## config.mk

```make
export PLATFORM = sky130hd
export DESIGN_NAME = fetch_queue
export DESIGN_NICKNAME = d
export VERILOG_FILES = /design/src/rtl/fetch_queue.sv
export SDC_FILE = /design/constraint.sdc
export NUM_CORES = 1
export LEC_CHECK = 0
export ABC_AREA = 0
export CAP_MARGIN = 20
export CORE_MARGIN = 2
export CORE_UTILIZATION = 49
export DETAILED_ROUTE_END_ITERATION = 16
export PLACE_DENSITY_LB_ADDON = 0.08
export SLEW_MARGIN = 10
export SYNTH_ARGS = -nofsm -noshare
export SYNTH_HDL_FRONTEND = slang
export SYNTH_SLANG_ARGS = --single-unit
```

## constraint.sdc

```tcl
create_clock -name clk -period 6.8 [get_ports clk]
set_clock_uncertainty 0.1 [all_clocks]
set_input_delay 1.36 -clock clk [delete_from_list [all_inputs] [get_ports clk]]
set_output_delay 1.36 -clock clk [all_outputs]
set_load 0.02 [all_outputs]
```

## src/rtl/fetch_queue.sv

```systemverilog
// fetch_queue: instruction fetch queue between fetch and decode.
// Buffers {pc, instr} pairs in a DEPTH-entry FIFO so that decode stalls
// do not stall PC generation. A redirect flush drops every queued entry.
//
// Optional build macro: FETCH_QUEUE_BYPASS_EN
//   When defined, an empty queue forwards in_pc/in_instr to the output in
//   the same cycle. If decode takes the entry in that cycle, the entry is
//   never written to storage. Otherwise it is stored as a normal push.
//   When the macro is undefined, no combinational path runs from input to output.
//
// Handshake: both sides use strict valid/ready semantics. A transfer happens
// on a rising edge where valid and ready are both 1 and flush is 0. A
// producer that raises valid must hold its data stable until the transfer
// happens. in_ready depends only on queue state and never on out_ready, so a
// full queue cannot accept a push in the same cycle that it pops.

module fetch_queue #(
    parameter int DEPTH = 4,
    parameter int XLEN  = 32
) (
    input  logic                     clk,
    input  logic                     reset,
    input  logic                     flush,
    input  logic                     in_valid,
    output logic                     in_ready,
    input  logic [XLEN-1:0]          in_pc,
    input  logic [XLEN-1:0]          in_instr,
    output logic                     out_valid,
    input  logic                     out_ready,
    output logic [XLEN-1:0]          out_pc,
    output logic [XLEN-1:0]          out_instr,
    output logic [$clog2(DEPTH):0]   count
);

    localparam int AW = $clog2(DEPTH);

    // Each pointer carries an extra wrap bit above the index bits. The wrap
    // bit tells a full queue from an empty one.
    logic [AW:0]     wr_ptr;
    logic [AW:0]     rd_ptr;
    logic [AW-1:0]   wr_idx;
    logic [AW-1:0]   rd_idx;

    logic            empty;
    logic            full;
    logic            push;
    logic            pop_mem;
    logic            bypass_take;

    // Storage is not reset. Data is meaningful only between the pointers.
    logic [XLEN-1:0] mem_pc    [DEPTH];
    logic [XLEN-1:0] mem_instr [DEPTH];

    // Derive occupancy, handshake qualifiers and the visible head entry from pointer state.
    always_comb begin
        wr_idx   = wr_ptr[AW-1:0];
        rd_idx   = rd_ptr[AW-1:0];
        empty    = (wr_ptr == rd_ptr);
        full     = (wr_idx == rd_idx) && (wr_ptr[AW] != rd_ptr[AW]);
        count    = wr_ptr - rd_ptr;
        in_ready = ~full;

`ifdef FETCH_QUEUE_BYPASS_EN
        // When the queue is empty, the incoming entry is presented directly to decode.
        bypass_take = empty & ~flush & in_valid & out_ready;
        out_valid   = ~empty | (~flush & in_valid);
        if (!empty) begin
            out_pc    = mem_pc[rd_idx];
            out_instr = mem_instr[rd_idx];
        end else if (!flush && in_valid) begin
            out_pc    = in_pc;
            out_instr = in_instr;
        end else begin
            out_pc    = '0;
            out_instr = '0;
        end
`else
        bypass_take = 1'b0;
        out_valid   = ~empty;
        if (!empty) begin
            out_pc    = mem_pc[rd_idx];
            out_instr = mem_instr[rd_idx];
        end else begin
            out_pc    = '0;
            out_instr = '0;
        end
`endif

        // Flush overrides both sides. A bypassed entry skips storage entirely.
        push    = in_valid & in_ready & ~flush & ~bypass_take;
        pop_mem = ~empty & out_ready & ~flush;
    end

    // Write an accepted entry into the slot under the write pointer.
    always_ff @(posedge clk) begin
        if (push) begin
            mem_pc[wr_idx]    <= in_pc;
            mem_instr[wr_idx] <= in_instr;
        end
    end

    // Advance the pointers. A flush collapses the read pointer onto the write pointer.
    always_ff @(posedge clk or negedge reset) begin
        if (!reset) begin
            wr_ptr <= '0;
            rd_ptr <= '0;
        end else if (flush) begin
            rd_ptr <= wr_ptr;
        end else begin
            if (push) begin
                wr_ptr <= wr_ptr + 1'b1;
            end
            if (pop_mem) begin
                rd_ptr <= rd_ptr + 1'b1;
            end
        end
    end

endmodule

```

==> results.json, run 1 <==
{
  "status": "finished clean",
  "die_w_um": 148,
  "timing.rr.end": "mem_instr[3][29]",
  "gp_congestion": 0.777,
  "worstMarginPinSlew_ns": 1.03,
  "syn_nets": 541,
  "netlist_area_um2": 10200,
  "overflow": 0,
  "routed_wl_um": 18400,
  "cts_resized": 0,
  "ys_seq_elements": 262,
  "cts_tree": "built",
  "postSynthCellCount": 464,
  "ys_warn_count": 0,
  "period_share_pct": 76.4,
  "num_rows": 52,
  "ff2ff_setup_slack_ns": 2.90,
  "grt_pass1_vias": 5244,
  "placed_cells": 851,
  "area_delta_synth_final_pct": 24.4,
  "via_count": 4840,
  "start_util_pct": 50.1,
  "timing.max_cap.violations": 0,
  "ctsLongestPathBuffers": 3,
  "max_freq_mhz": 193,
  "die-area_um2": 21900,
  "drc": 0,
  "place_hpwl_um": 9880,
  "max-vdd-ir-drop_mv": 0.303,
  "grt_pass1_wl_um": 28600,
  "drt-initial-drc-count": 217,
  "hold_path_class": "reg -> reg",
  "synth.avg_cell_area_um2": 21.9,
  "finalCriticalPeriod_ns": 5.19,
  "min_from": "wr_ptr[2]",
  "clock_latency_ns": 0.52,
  "cts_setup_buffers": 0,
  "cts_buffers": 27,
  "clock_sinks": 262,
  "path_max_fanout": 68,
  "maxSlewViolCount": 0,
  "die_y_um": 148,
  "fill_cells": 1483,
  "ctsHoldBuffers": 0,
  "critPathLaunchType": "register",
  "wl_per_cell_um": 20.4,
  "cp.required_ns": 5.34,
  "ys_types": 30,
  "grt_usage_pct": 17.1,
  "setup_tns_ns": 0,
  "maxSlewHeadroom_pct": 31.2,
  "ys_seq_area_share_pct": 77.1,
  "core_area_um2": 20300,
  "antenna_found_initial": 1,
  "holdPathEnd": "wr_ptr[2]",
  "ant_nets": 0,
  "clk_pin_slew_worst_paths_ns": 0.06,
  "fin_nets": 687,
  "ios": 138,
  "cp-end-kind": "primary output",
  "instances_no_fill": 902,
  "r2r_start": "rd_ptr[1]",
  "fin_total_pwr_mw": 6.01,
  "grt_max_degree": 69,
  "drive_gt1_share_pct": 17.4,
  "cts_max_level": 1,
  "power_density_nw_per_um2": 476,
  "min_path_cells": 1,
  "cellLeakagePower_nw": 4.10,
  "port_buffers": 137,
  "finalSetupViolCount": 0,
  "rsz0062_at_grt": "no",
  "avgViaCountPerCell": 5.37,
  "drt_pre_antenna_iters": 4,
  "finalHoldViolCount": 0,
  "rr_worst_depth": 5,
  "worstPathArrival_ns": 3.73,
  "critical_path_class": "reg -> out",
  "root_buffer": "clkbuf_16"
}
## worst max-delay path by stage
stage | slack, ns | cells after the start | start | endpoint
2_1_floorplan | 1.81 | 3 | flush | mem_instr[3][0]
3_3_place_gp | 2.08 | 7 | rd_ptr[1] | out_pc[1]
3_5_place_dp | 2.04 | 7 | rd_ptr[1] | out_pc[0]
4_1_cts | 1.49 | 7 | rd_ptr[1] | out_pc[0]
5_1_grt | 1.30 | 7 | rd_ptr[1] | out_pc[13]
6_report | 1.61 | 7 | rd_ptr[1] | out_pc[20]
## synth_stat cells, drive strengths merged
cell type  instances  area share [%]
buf               18            0.97
fa                 1            0.20
nor3b              1           0.074
and2               4            0.25
inv                8            0.30
nor2               3            0.11
clkbuf             5            0.18
o31a               1           0.086
xnor2              3            0.26
edfxtp           256              76
ha                 7            0.86
nand3              5            0.25
o211ai             1           0.074
a221oi             1           0.086
mux4              64              14
a22oi              1           0.074
xor2               2            0.25
nor2b             66             4.1
nand2b             1           0.062
o2111ai            1           0.086
a211oi             1           0.074
a21oi              2           0.098
nand2              4            0.15
dfrtp              6             1.5
mux2               1            0.11
o22ai              1           0.062
## registers in the layout, indices dropped and copies added, names as in the netlist
| signal | cells |
|---|---|
| rd_ptr | 3 |
| mem_pc | 128 |
| wr_ptr | 3 |
| mem_instr | 128 |
## power by group
group	total, mW	internal [mW]	switching [mW]
clock network	1.37	0.803	0.568
logic	2.46	1.24	1.22
registers	2.19	2.00	0.189
total	6.01	4.04	1.97
## worst max-delay path, stage by stage, from the launching register on
cell and delay [ns]:
dfrtp_4 1.10, inv_1 0.15, ha_1 0.36, nand2_1 0.12
nor2_4 0.09, buf_4 0.63, nor2b_1 0.15, clkdlybuf4s50_1 0.58
## per-layer routing
metal	vias up	GRT usage [%]	part of all wire (%)
li1	2172	-	-
met2	130	30.3	52
met5	-	0	0
met4	0	5.24	2.8
met3	37	3.15	4.6
met1	2501	21.4	40
## cell families after synthesis
family | after synthesis | share of synthesized area (%)
flip-flops | 262 | 77.1
AND/OR/NAND/NOR | 84 | 4.95
multiplexers | 65 | 14.3
buffers and inverters | 31 | 1.45
AO/OA/AOI/OAI | 9 | 0.640
adder cells (fa/ha/maj) | 8 | 1.06
XOR/XNOR | 5 | 0.505
## placed cells by master, fill, tap and decap left out, types with 5 or more instances in the layout
| cell type | synthesis | final |
|---|---|---|
| clkbuf_1 | 5 | 6 |
| clkinv_1 | 0 | 10 |
| inv_1 | 8 | 8 |
| nand3_1 | 5 | 5 |
| clkbuf_16 | 0 | 27 |
| mux4_2 | 64 | 64 |
| clkdlybuf4s50_1 | 0 | 137 |
| edfxtp_1 | 256 | 256 |
| ha_1 | 7 | 7 |
| nor2b_1 | 66 | 66 |
## layout make-up
type	count	area, um^2	share of cell area (%)
diodes	1	2.50	0.0198
clock buffers	33	698	5.52
clock inverters	17	130	1.03
inverters	8	30.0	0.237
multi-input cells	171	2210	17.5
flip-flops and latches	262	7850	62.0
well taps	270	338	2.67
repair buffers	140	1390	11.0
## per-stage QoR
stage	util, %	worst slack [ns]	hold slack, ns	cell area [um^2]
5_1_grt	62.3	1.30	0.549	12600
6_report	62.3	1.61	0.490	12600
4_1_cts	62.3	1.49	0.494	12600
2_1_floorplan	-	1.81	0.445	10200
3_5_place_dp	58.2	2.04	0.486	11800
3_3_place_gp	58.2	2.08	0.475	11800
(Power assumes the default switching activity.)
==> inputs of run 2 (changes only) <==
--- a/config.mk
+++ b/config.mk
@@ -8,7 +8,7 @@
 export ABC_AREA = 0
 export CAP_MARGIN = 20
 export CORE_MARGIN = 2
-export CORE_UTILIZATION = 49
+export CORE_UTILIZATION = 55
 export DETAILED_ROUTE_END_ITERATION = 16
 export PLACE_DENSITY_LB_ADDON = 0.08
 export SLEW_MARGIN = 10
==> constraint.sdc (replaced) <==
create_clock -name clk -period 5.3 [get_ports clk]
set_clock_uncertainty 0.1 [all_clocks]
set_input_delay 1.06 -clock clk [delete_from_list [all_inputs] [get_ports clk]]
set_output_delay 1.06 -clock clk [all_outputs]
set_load 0.02 [all_outputs]
==> run 2 against run 1 <==
Register-to-register slack got worse by 0.83 ns. Combinational power increased by 34%. Flip-flop and latch count unchanged. Die area decreased by 11%. Wire length increased by 0.31%. Count of clock-buffer cells in the layout decreased by 1. Via count decreased by 0.81%. Hold slack got worse by 0.0039 ns.
==> results.json, run 2 (synthesis gave the netlist of run 1 again) <==
{
  "clock_latency_ns": 0.51,
  "setup_tns_ns": 0,
  "max-vdd-ir-drop_mv": 0.486,
  "antenna_cells": 0,
  "drive_gt1_share_pct": 18.1,
  "die_y_um": 140,
  "cts_setup_buffers": 0,
  "overflow": 0,
  "critPathLaunchType": "register",
  "power.share.clock_pct": 23.0,
  "start_util_pct": 56.4,
  "gp_congestion": 0.762,
  "core_area_um2": 18000,
  "critical_path_class": "reg -> out",
  "cellLeakagePower_nw": 4.12,
  "setup_ws_ns": 0.694,
  "drc": 0,
  "cts_resized": 0,
  "place_hpwl_um": 10200,
  "rsz0062_at_grt": "no",
  "worstPathArrival_ns": 3.45,
  "finalCriticalPeriod_ns": 4.61,
  "fin_nets": 688,
  "cts_max_level": 1,
  "top_regs": "mem_instr (128), mem_pc (128)",
  "avgViaCountPerCell": 5.58,
  "timing.max_cap.violations": 0,
  "worstMarginPinSlew_ns": 1.01,
  "p_int_mw": 5.23,
  "seq_power_share_pct": 34.6,
  "ctsHoldBuffers": 0,
  "ctsLongestPathBuffers": 3,
  "num_rows": 49,
  "cp.required_ns": 4.14,
  "slowest_delay_ns": 0.80,
  "grt_max_degree": 68,
  "ant_nets": 0,
  "post-place-ws_ns": 1.13,
  "maxSlewViolCount": 0,
  "via_count": 4801,
  "fill_cells": 1131,
  "ios": 138,
  "cp-end-kind": "primary output",
  "grt_pass1_wl_um": 29000,
  "final_common_cell": "edfxtp_1",
  "regArea_um2": 7850,
  "sw_frac_of_total_pct": 32.6,
  "root_buffer": "clkbuf_16",
  "pwr-share-comb_pct": 42.4,
  "clock_sinks": 262,
  "period_share_pct": 86.9,
  "drt_pre_antenna_iters": 4,
  "finalHoldViolCount": 0,
  "cts_buffers": 26,
  "path_max_fanout": 46,
  "hold_path_class": "reg -> reg",
  "die_w_um": 140,
  "drt-initial-drc-count": 335,
  "port_buffers": 137,
  "routed_wl_um": 18400,
  "crit_slowest_cell": "buf_4",
  "area_delta_synth_final_pct": 24.1,
  "power_density_nw_per_um2": 615,
  "finalSetupViolCount": 0,
  "antenna_found_initial": 0,
  "clk_pin_slew_worst_paths_ns": 0.06,
  "status": "finished clean",
  "grt_pass1_vias": 5248,
  "die-area_um2": 19600,
  "grt_usage_pct": 19.2,
  "final_cell_mix": "edfxtp_1 (256), clkdlybuf4s50_1 (137), nor2b_1 (66)",
  "wl_per_cell_um": 21.4,
  "crit_chain": "buf_4 -> mux4_2 -> nor2b_1 -> clkdlybuf4s50_1",
  "multi_input_area_um2": 2210,
  "maxSlewHeadroom_pct": 32.6,
  "p_switching_mw": 2.53,
  "cts_tree": "built",
  "max_freq_mhz": 217
}
-- run 2: cell types whose count changed in the layout (fill, tap and decap cells not counted) --
| cell | change |
|---|---|
| clkinv_1 | -3 |
| clkbuf_1 | -1 |
| bufinv_16 | +1 |
| diode_2 | -1 |
| clkinv_2 | +3 |
| buf_4 | +2 |
| inv_6 | -2 |
-- run 2: path summary, 6_finish.rpt --
check / start / end / slack (ns) / depth (start not counted)
worst max-delay path: rd_ptr[0] / out_instr[21] / 0.69 / 4
worst min-delay path: wr_ptr[2] / wr_ptr[2] / 0.49 / 1
worst max register to register: rd_ptr[0] / mem_instr[2][24] / 2.07 / 4
worst min register to register: wr_ptr[2] / wr_ptr[2] / 0.49 / 1
max in group asynchronous: reset / rd_ptr[0] / 4.09 / 1
min in group asynchronous: reset / wr_ptr[2] / 0.72 / 1
-- run 2: stage by stage --
step	std cells	total power, mW	cell area, um^2	hold WS (ns)	utilization (%)
after floorplan	464	4.69	10200	0.445	-
after global placement	812	6.03	11800	0.470	65.3
after detailed placement	812	6.07	11800	0.479	65.3
after CTS	860	7.87	12600	0.488	70.0
after global routing	860	8.14	12600	0.535	70.0
final	860	7.76	12600	0.487	70.0
-- run 2: worst max-delay path: cells and delay by family, from the launching register on --
| kind | cells | cell delay, ns |
|---|---|---|
| buffers and inverters | 2 | 1.41 |
| flip-flops | 1 | 0.70 |
| AND/OR/NAND/NOR | 1 | 0.15 |
| multiplexers | 1 | 0.61 |
-- run 2: area by class of cell --
type / instances / share of cell area [%]
inverter: 8 / 0.238
clock buffer: 32 / 5.50
tap: 229 / 2.27
timing repair buffer: 142 / 11.2
multi-input combinational: 171 / 17.5
sequential: 262 / 62.2
clock inverter: 16 / 1.16
-- run 2: routing by layer --
layer | share of wire, % | up-vias | routed length (um) | global-route usage [%]
met2 | 52 | 138 | 9560 | 33.7
li1 | - | 2163 | - | -
met3 | 5.3 | 37 | 983 | 4.00
met5 | 0 | - | 0 | 0
met4 | 2.2 | 0 | 397 | 4.79
met1 | 41 | 2463 | 7480 | 25.1
-- run 2: power by group through the flow --
stage	clock network [mW]	logic, mW	registers [mW]
floorplan	0	2.02	2.67
global placement	0	3.32	2.71
detailed placement	0	3.34	2.73
CTS	1.82	3.36	2.69
global route	1.90	3.52	2.71
finish	1.79	3.29	2.68
==> inputs of run 3 (changes only) <==
--- a/config.mk
+++ b/config.mk
@@ -10,6 +10,7 @@
 export CORE_MARGIN = 2
 export CORE_UTILIZATION = 55
 export DETAILED_ROUTE_END_ITERATION = 16
+export MAX_ROUTING_LAYER = met4
 export PLACE_DENSITY_LB_ADDON = 0.08
 export SLEW_MARGIN = 10
 export SYNTH_ARGS = -nofsm -noshare
==> run 3 against run 2 <==
Cell count unchanged. Combinational power about the same. Critical path depth unchanged. Maximum frequency decreased by 0.16%. Global-route usage increased by 0.61 points. Critical endpoint unchanged. Critical path type unchanged. Total power about the same. Worst setup slack got worse by 0.0074 ns. Highest routed layer unchanged.
==> results.json, run 3 (synthesis gave the netlist of run 1 again) <==
{
  "status": "finished clean",
  "area_delta_synth_final_pct": 24.1,
  "hold_path_class": "reg -> reg",
  "fin_util_pct": 70.0,
  "cp-end-kind": "primary output",
  "core_area_um2": 18000,
  "cts_tree": "built",
  "maxSlewViolCount": 0,
  "ff2ff_setup_slack_ns": 2.06,
  "start_util_pct": 56.4,
  "min_path_cells": 1,
  "cellLeakagePower_nw": 4.12,
  "clock_latency_ns": 0.51,
  "final_area_um2": 12600,
  "ctsHoldBuffers": 0,
  "timing.max_cap.violations": 0,
  "antenna_found_initial": 0,
  "overflow": 0,
  "ctsLongestPathBuffers": 3,
  "hold_ws_ns": 0.487,
  "grt_pass1_vias": 5256,
  "placed_area_um2": 11800,
  "grt_max_degree": 68,
  "path_max_fanout": 46,
  "maxSlewHeadroom_pct": 32.0,
  "finalSetupViolCount": 0,
  "worstPathArrival_ns": 3.45,
  "grt_pass1_wl_um": 29000,
  "drive_gt1_share_pct": 18.1,
  "period_share_pct": 87.1,
  "gp_congestion": 0.772,
  "crit_slowest_cell": "buf_4",
  "avgViaCountPerCell": 5.58,
  "crit_chain": "buf_4 -> mux4_2 -> nor2b_1 -> clkdlybuf4s50_1",
  "setup_ws_ns": 0.686,
  "fin_total_pwr_mw": 7.76,
  "antenna_cells": 0,
  "setup_tns_ns": 0,
  "critical_path_class": "reg -> out",
  "cts_resized": 0,
  "finalCriticalPeriod_ns": 4.61,
  "die-area_um2": 19600,
  "placed_cells": 812,
  "power_density_nw_per_um2": 615,
  "grt_usage_pct": 19.9,
  "ios": 138,
  "cts_setup_buffers": 0,
  "port_buffers": 137,
  "cts_max_level": 1,
  "die_y_um": 140,
  "drc": 0,
  "root_buffer": "clkbuf_16",
  "fin_nets": 688,
  "finalHoldViolCount": 0,
  "drt_pre_antenna_iters": 5,
  "holdPathEnd": "wr_ptr[2]",
  "worstMarginPinSlew_ns": 1.02,
  "r2r_start": "rd_ptr[0]",
  "ant_nets": 0,
  "cts_buffers": 26,
  "slowest_delay_ns": 0.80,
  "rsz0062_at_grt": "no",
  "instances_no_fill": 860,
  "post-place-ws_ns": 1.13,
  "timing.rr.end": "mem_pc[2][10]",
  "routed_wl_um": 18400,
  "clk_pin_slew_worst_paths_ns": 0.06,
  "max_freq_mhz": 217,
  "final_cell_mix": "edfxtp_1 (256), clkdlybuf4s50_1 (137), nor2b_1 (66)",
  "die_w_um": 140,
  "critPathLaunchType": "register",
  "place_hpwl_um": 10200,
  "max-vdd-ir-drop_mv": 0.487,
  "clock_sinks": 262,
  "num_rows": 49,
  "via_count": 4798,
  "rr_worst_depth": 4,
  "min_from": "wr_ptr[2]",
  "drt-initial-drc-count": 323,
  "final_common_cell": "edfxtp_1",
  "wl_per_cell_um": 21.4,
  "top_regs": "mem_instr (128), mem_pc (128)",
  "cp.required_ns": 4.14
}
-- run 3: report_power, final --
part	internal, mW	switching (mW)	total [mW]
registers	2.57	0.117	2.68
clock network	1.07	0.718	1.79
logic	1.59	1.70	3.29
-- run 3: metal layers --
| layer | GRT usage, % | wire (um) |
|---|---|---|
| met1 | 25.3 | 7540 |
| met4 | 4.79 | 365 |
| met2 | 33.6 | 9500 |
| met3 | 3.83 | 1010 |
| met5 | - | 0 |
-- run 3: final cells by class --
type                       count  area [um^2]
sequential                   262         7850
fill                        1131         5410
multi-input combinational    171         2210
timing repair buffer         142         1410
clock buffer                  32          694
tap                          229          287
clock inverter                16          146
inverter                       8         30.0
-- run 3: worst max-delay path by stage --
stage | cells past startpoint | slack, ns | from | endpoint
2_1_floorplan | 3 | 0.61 | flush | mem_instr[3][0]
3_3_place_gp | 4 | 1.14 | rd_ptr[0] | out_instr[29]
3_5_place_dp | 6 | 1.13 | rd_ptr[0] | out_pc[26]
4_1_cts | 4 | 0.57 | rd_ptr[0] | out_instr[21]
5_1_grt | 4 | 0.43 | rd_ptr[0] | out_instr[21]
6_report | 4 | 0.69 | rd_ptr[0] | out_instr[21]
-- run 3: worst max-delay path: cells and delay by family, from the launching register on --
kind | cells | cell delay (ns)
flip-flops | 1 | 0.70
AND/OR/NAND/NOR | 1 | 0.15
buffers and inverters | 2 | 1.41
multiplexers | 1 | 0.61
